`src/rtl/alu_seq_pkg.sv`:
```
// Shared opcodes, FSM state encoding and default widths for the ALU job sequencer.
// Signed operation is selected by defining ALU_SEQ_SIGNED_EN in the files that use it.
package alu_seq_pkg;

    localparam int ROM_AW_DEF = 9;
    localparam int DW_DEF     = 8;
    localparam int RW_DEF     = 16;

    localparam logic [1:0] OP_ADD  = 2'b00;
    localparam logic [1:0] OP_SUB  = 2'b01;
    localparam logic [1:0] OP_MUL  = 2'b10;
    localparam logic [1:0] OP_PASS = 2'b11;

    typedef enum logic [2:0] {
        S_IDLE,
        S_RD_A,
        S_RD_B,
        S_CAP_B,
        S_EXEC,
        S_MUL,
        S_DONE
    } state_t;

endpackage

```
`src/rtl/alu_job_sequencer_mul.sv`:
```
// Repeated-addition multiplier: accumulator plus down counter. It handles
// two's-complement operands when ALU_SEQ_SIGNED_EN is defined.
module seq_mul_iter #(
    parameter int DW = 8,
    parameter int RW = 16
) (
    input  logic          clk,
    input  logic          rst,
    input  logic          start,
    input  logic [DW-1:0] a,
    input  logic [DW-1:0] b,
    output logic          last,
    output logic [RW-1:0] result,
    output logic [DW-1:0] cnt
);

    logic [RW-1:0] acc_reg;
    logic [DW-1:0] cnt_reg;
    logic          neg_reg;
    logic [RW-1:0] a_ext;
    logic [RW-1:0] sum_next;
    logic [DW-1:0] b_mag;
    logic          b_neg;

`ifdef ALU_SEQ_SIGNED_EN
    // A negative B runs |B| iterations; the sign is restored on the final step.
    assign a_ext = {{(RW-DW){a[DW-1]}}, a};
    assign b_neg = b[DW-1];
    assign b_mag = b_neg ? (~b + 1'b1) : b;
`else
    assign a_ext = {{(RW-DW){1'b0}}, a};
    assign b_neg = 1'b0;
    assign b_mag = b;
`endif

    assign sum_next = acc_reg + a_ext;
    assign last     = (cnt_reg == {{(DW-1){1'b0}}, 1'b1});
    assign result   = neg_reg ? (~sum_next + 1'b1) : sum_next;
    assign cnt      = cnt_reg;

    always_ff @(posedge clk or posedge rst) begin
        if (rst) begin
            acc_reg <= '0;
            cnt_reg <= '0;
            neg_reg <= 1'b0;
        end else if (start) begin
            acc_reg <= '0;
            cnt_reg <= b_mag;
            neg_reg <= b_neg;
        end else if (cnt_reg != '0) begin
            acc_reg <= sum_next;
            cnt_reg <= cnt_reg - 1'b1;
        end
    end

endmodule

```
`src/rtl/alu_job_sequencer.sv`:
```
// Job sequencer: accepts a job, reads A/B from consecutive ROM words, runs the
// operation and holds the result until consumed. Optional: ALU_SEQ_SIGNED_EN.
module alu_job_sequencer
    import alu_seq_pkg::*;
#(
    parameter int ROM_AW = ROM_AW_DEF,
    parameter int DW     = DW_DEF,
    parameter int RW     = RW_DEF
) (
    input  logic              clk,
    input  logic              rst,
    input  logic              job_valid,
    output logic              job_ready,
    input  logic [1:0]        job_op,
    input  logic [ROM_AW-1:0] job_addr,
    output logic              rom_en,
    output logic [ROM_AW-1:0] rom_addr,
    input  logic [DW-1:0]     rom_data,
    output logic              res_valid,
    input  logic              res_ready,
    output logic [RW-1:0]     res_data,
    output logic [1:0]        res_op,
    output logic              busy,
    output logic [DW-1:0]     iter_cnt
);

    state_t            state_reg;
    logic [1:0]        op_reg;
    logic [DW-1:0]     a_reg;
    logic [DW-1:0]     b_reg;
    logic              job_ready_reg;
    logic              busy_reg;
    logic              rom_en_reg;
    logic [ROM_AW-1:0] rom_addr_reg;
    logic              res_valid_reg;
    logic [RW-1:0]     res_data_reg;
    logic [1:0]        res_op_reg;

    logic [DW-1:0]     sum8;
    logic [DW-1:0]     diff8;
    logic [RW-1:0]     sum_ext;
    logic [RW-1:0]     diff_ext;
    logic [RW-1:0]     pass_ext;
    logic              mul_start;
    logic              mul_last;
    logic [RW-1:0]     mul_result;
    logic [DW-1:0]     mul_cnt;

    assign sum8  = a_reg + b_reg;
    assign diff8 = a_reg - b_reg;

`ifdef ALU_SEQ_SIGNED_EN
    assign sum_ext  = {{(RW-DW){sum8[DW-1]}}, sum8};
    assign diff_ext = {{(RW-DW){diff8[DW-1]}}, diff8};
    assign pass_ext = {{(RW-DW){a_reg[DW-1]}}, a_reg};
`else
    assign sum_ext  = {{(RW-DW){1'b0}}, sum8};
    assign diff_ext = {{(RW-DW){1'b0}}, diff8};
    assign pass_ext = {{(RW-DW){1'b0}}, a_reg};
`endif

    // Zero operands short-circuit to a zero product without entering MUL.
    assign mul_start = (state_reg == S_EXEC) && (op_reg == OP_MUL) &&
                       (a_reg != '0) && (b_reg != '0);

    seq_mul_iter #(
        .DW (DW),
        .RW (RW)
    ) u_mul (
        .clk    (clk),
        .rst    (rst),
        .start  (mul_start),
        .a      (a_reg),
        .b      (b_reg),
        .last   (mul_last),
        .result (mul_result),
        .cnt    (mul_cnt)
    );

    always_ff @(posedge clk or posedge rst) begin
        if (rst) begin
            state_reg     <= S_IDLE;
            op_reg        <= '0;
            a_reg         <= '0;
            b_reg         <= '0;
            job_ready_reg <= 1'b0;
            busy_reg      <= 1'b0;
            rom_en_reg    <= 1'b0;
            rom_addr_reg  <= '0;
            res_valid_reg <= 1'b0;
            res_data_reg  <= '0;
            res_op_reg    <= '0;
        end else begin
            unique case (state_reg)
                S_IDLE: begin
                    if (job_valid && job_ready_reg) begin
                        op_reg        <= job_op;
                        rom_en_reg    <= 1'b1;
                        rom_addr_reg  <= job_addr;
                        job_ready_reg <= 1'b0;
                        busy_reg      <= 1'b1;
                        state_reg     <= S_RD_A;
                    end else begin
                        job_ready_reg <= 1'b1;
                        busy_reg      <= 1'b0;
                    end
                end
                S_RD_A: begin
                    rom_addr_reg <= rom_addr_reg + 1'b1;
                    state_reg    <= S_RD_B;
                end
                S_RD_B: begin
                    a_reg      <= rom_data;
                    rom_en_reg <= 1'b0;
                    state_reg  <= S_CAP_B;
                end
                S_CAP_B: begin
                    b_reg     <= rom_data;
                    state_reg <= S_EXEC;
                end
                S_EXEC: begin
                    if (mul_start) begin
                        state_reg <= S_MUL;
                    end else begin
                        unique case (op_reg)
                            OP_ADD:  res_data_reg <= sum_ext;
                            OP_SUB:  res_data_reg <= diff_ext;
                            OP_PASS: res_data_reg <= pass_ext;
                            OP_MUL:  res_data_reg <= '0;
                        endcase
                        res_op_reg    <= op_reg;
                        res_valid_reg <= 1'b1;
                        state_reg     <= S_DONE;
                    end
                end
                S_MUL: begin
                    if (mul_last) begin
                        res_data_reg  <= mul_result;
                        res_op_reg    <= op_reg;
                        res_valid_reg <= 1'b1;
                        state_reg     <= S_DONE;
                    end
                end
                S_DONE: begin
                    if (res_ready) begin
                        res_valid_reg <= 1'b0;
                        job_ready_reg <= 1'b1;
                        busy_reg      <= 1'b0;
                        state_reg     <= S_IDLE;
                    end
                end
                default: state_reg <= S_IDLE;
            endcase
        end
    end

    assign job_ready = job_ready_reg;
    assign busy      = busy_reg;
    assign rom_en    = rom_en_reg;
    assign rom_addr  = rom_addr_reg;
    assign res_valid = res_valid_reg;
    assign res_data  = res_data_reg;
    assign res_op    = res_op_reg;
    assign iter_cnt  = mul_cnt;

endmodule
```
`config.mk`:
```
export PLATFORM = sky130hd
export DESIGN_NAME = alu_job_sequencer
export DESIGN_NICKNAME = d
export VERILOG_FILES = /design/src/rtl/alu_seq_pkg.sv /design/src/rtl/alu_job_sequencer_mul.sv /design/src/rtl/alu_job_sequencer.sv
export SDC_FILE = /design/constraint.sdc
export NUM_CORES = 1
export LEC_CHECK = 0
export ABC_AREA = 0
export ABC_CLOCK_PERIOD_IN_PS = 8200
export CORE_ASPECT_RATIO = 1.5
export CORE_MARGIN = 10
export CORE_UTILIZATION = 28
export DETAILED_ROUTE_END_ITERATION = 16
export PLACE_DENSITY_LB_ADDON = 0.1
export SETUP_SLACK_MARGIN = 0.4
export SLEW_MARGIN = 10
export SYNTH_ARGS = -nofsm -noshare
export SYNTH_HDL_FRONTEND = slang
export SYNTH_SLANG_ARGS = --single-unit
```
`constraint.sdc`:
```
create_clock -name clk -period 8.2 [get_ports clk]
set_clock_uncertainty 0.1 [all_clocks]
set_input_delay 1.23 -clock clk [delete_from_list [all_inputs] [get_ports clk]]
set_output_delay 1.23 -clock clk [all_outputs]
set_load 0.03 [all_outputs]
```
==> impl_results.md <==
* Total global routing overflow at 0
* Die W at about 120 um
* Synth Instances at 478
* Crit share post-route at 0.4172
* MaxCap Viol Count at 0
* Worst IR Drop VDD at 97.37 uV
* Hold slack at between 300 and 400 ps
* F_max at 292.3 MHz
* Worst-path clk slew at 60 ps
* Synth warn at 0
* Gr usage total at 0.1201
* Layout area overhead at 25.07%
* Synth Flop Type: dfrtp_1
* Die area at 21260 um2
* Worst path required time at 8330 ps
* Antenna diodes at 0
* Chip Height at 173.6 um
* Wire per inst at approximately 17 um
* Clk sink count at 76
* Critical path class: flip-flop to flip-flop
* Hold path depth at 2
* Post-CTS Resized at 0
* Worst-Margin Slew at 1018 ps
* Max Slew Vio Count at 0
* Flops & latches, synth at 76
* Synthesized area per cell at slightly above 9 um2
* Arrival time worst endpoint at around 3600 ps
* Rel. slew slack at 0.3189
* # rows at 56
* DR vias/cell at ~5
* Cell Area, Synth at 4407 um2
* TritonCTS Buffers at 9
* DRC at 0
* Worst Hold Class: flip-flop to flip-flop
* First-pass GRT wire length at 20270 um
* Initial Utilization at 0.2833
* Post-route ant nets at 0
* Drt first-iter violations at 194
* Hold Fails Final Rpt at 0
* Placed wire-length estimate at 9199 um
* Distinct cells, synth at 50
* Final wirelength at between 10000 and 15000 um
* Fraction of the yosys area taken by sequential cells at 0.4316
* Post-Route Utilization at 0.3543
* Clk Tree Root Cell: clkbuf_16
* Tmin final at approximately 3400 ps
* Commonest non-fill, non-tap cells in the layout: dfrtp_1 (76), nand2_1 (64), clkdlybuf4s50_1 (61)
* Clock Latency Late Sink at approximately 340 ps
* Ports at 62
* Setup violators final at 0
* Vias in the first global route at around 3800
* Core area at roughly 16000 um2
* Worst reg2reg path depth at 6
* Port bufs at 61
* Fin nets at 578
* Post-synth ARST share at 1.000
* Drt pass-1 iters at 4
* Initial antenna violation count at 0
* Run status: finished, final reports clean
* RSZ-0062 raised after global routing: no
* Post-CTS Setup Inserts at 0
* Total number of vias at 3646
* Fraction of layout cells with a size suffix above 1 at 0.06865
* Leak at 2.315 nW
* RePlAce Congestion at 0.8196
* Post-synth EDFFs at 0
* Crit end category: flip-flop
* Crit path launch type: flip-flop
* Most common cell after layout, fill and taps aside: dfrtp_1
* Htree depth at 3
* Critical path fanouts, max at 29
* Setup TNS at 0 ps
* CTS Hold Bufs at 0
* Longest Clk Path Bufs at 2
* Largest net degree at the start of global routing at 77
* PwrDens at 154.3 nW/um2
* CTS tree: done
* Syn_nets at 522
* Power, Total at 850.4 uW
worst paths after layout:
check                        startpoint           endpoint  slack [ps]
min in group asynchronous           rst  u_mul.acc_reg[10]        1420
max in group asynchronous           rst           a_reg[4]        5920
hold / removal              res_data[8]        res_data[8]         370
hold reg to reg             res_data[8]        res_data[8]         370
setup reg to reg           state_reg[2]          res_op[0]        4780
setup / recovery           state_reg[2]          res_op[0]        4780
power by group:
part           switching (mW)  internal (mW)
combinational          0.0197         0.0192
sequential            0.00362          0.377
clock                   0.164          0.267
Yosys cell counts, drive strengths merged (10+ instances only):
master | count | area, um2
mux2 | 16 | 180.2
nor3 | 12 | 60.06
a21oi | 31 | 155.2
nor2 | 38 | 142.6
nand2 | 64 | 240.2
xnor2 | 23 | 201.4
o21ai | 46 | 230.2
dfrtp | 76 | 1902
nand3 | 15 | 75.07
xor2 | 13 | 113.9
ha | 19 | 237.7
inv | 13 | 48.80
clkbuf | 10 | 37.54
stage by stage:
stage	cells	instance area (um2)	worst slack, ps
after floorplan	478	4407	4932
after global placement	726	5194	4808
after detailed placement	726	5194	4738
after CTS	742	5512	4734
after global routing	742	5512	4534
final	742	5512	4779
area by class of cell:
cell class / count / area, um2
clock buffers: 10 / 229.0
multi-input cells: 371 / 2362
well taps: 203 / 254.0
clock inverters: 6 / 88.84
repair buffers: 63 / 625.6
fillers: 1607 / 10040
inverters: 13 / 50.05
flip-flops and latches: 76 / 1902
layer usage:
layer,share of wire,routed length [um],track usage
met3,0.049,612,0.03293
met2,0.53,6603,0.2131
met5,0,0,0
met1,0.40,4995,0.1330
met4,0.015,189,0.03941
worst max-delay path: stages (launching register included):
cell       delay, ps
dfrtp_1          620
or3b_4           470
a2111oi_4        440
o31a_1           200
buf_4            320
o21a_1           720
mux2_2           410
logic make-up (layout without fill, tap and decap cells):
family / count (synthesis) / in the layout / share of synthesized area
compound gates: 130 / 130 / 0.1843
buf+inv: 31 / 92 / 0.03237
simple gates: 166 / 166 / 0.1718
flops: 76 / 76 / 0.4316
xor+xnor: 36 / 36 / 0.07155
fa+ha+maj: 21 / 21 / 0.06303
mux: 18 / 18 / 0.04543
Note: power is estimated with default switching activity, not from simulation.
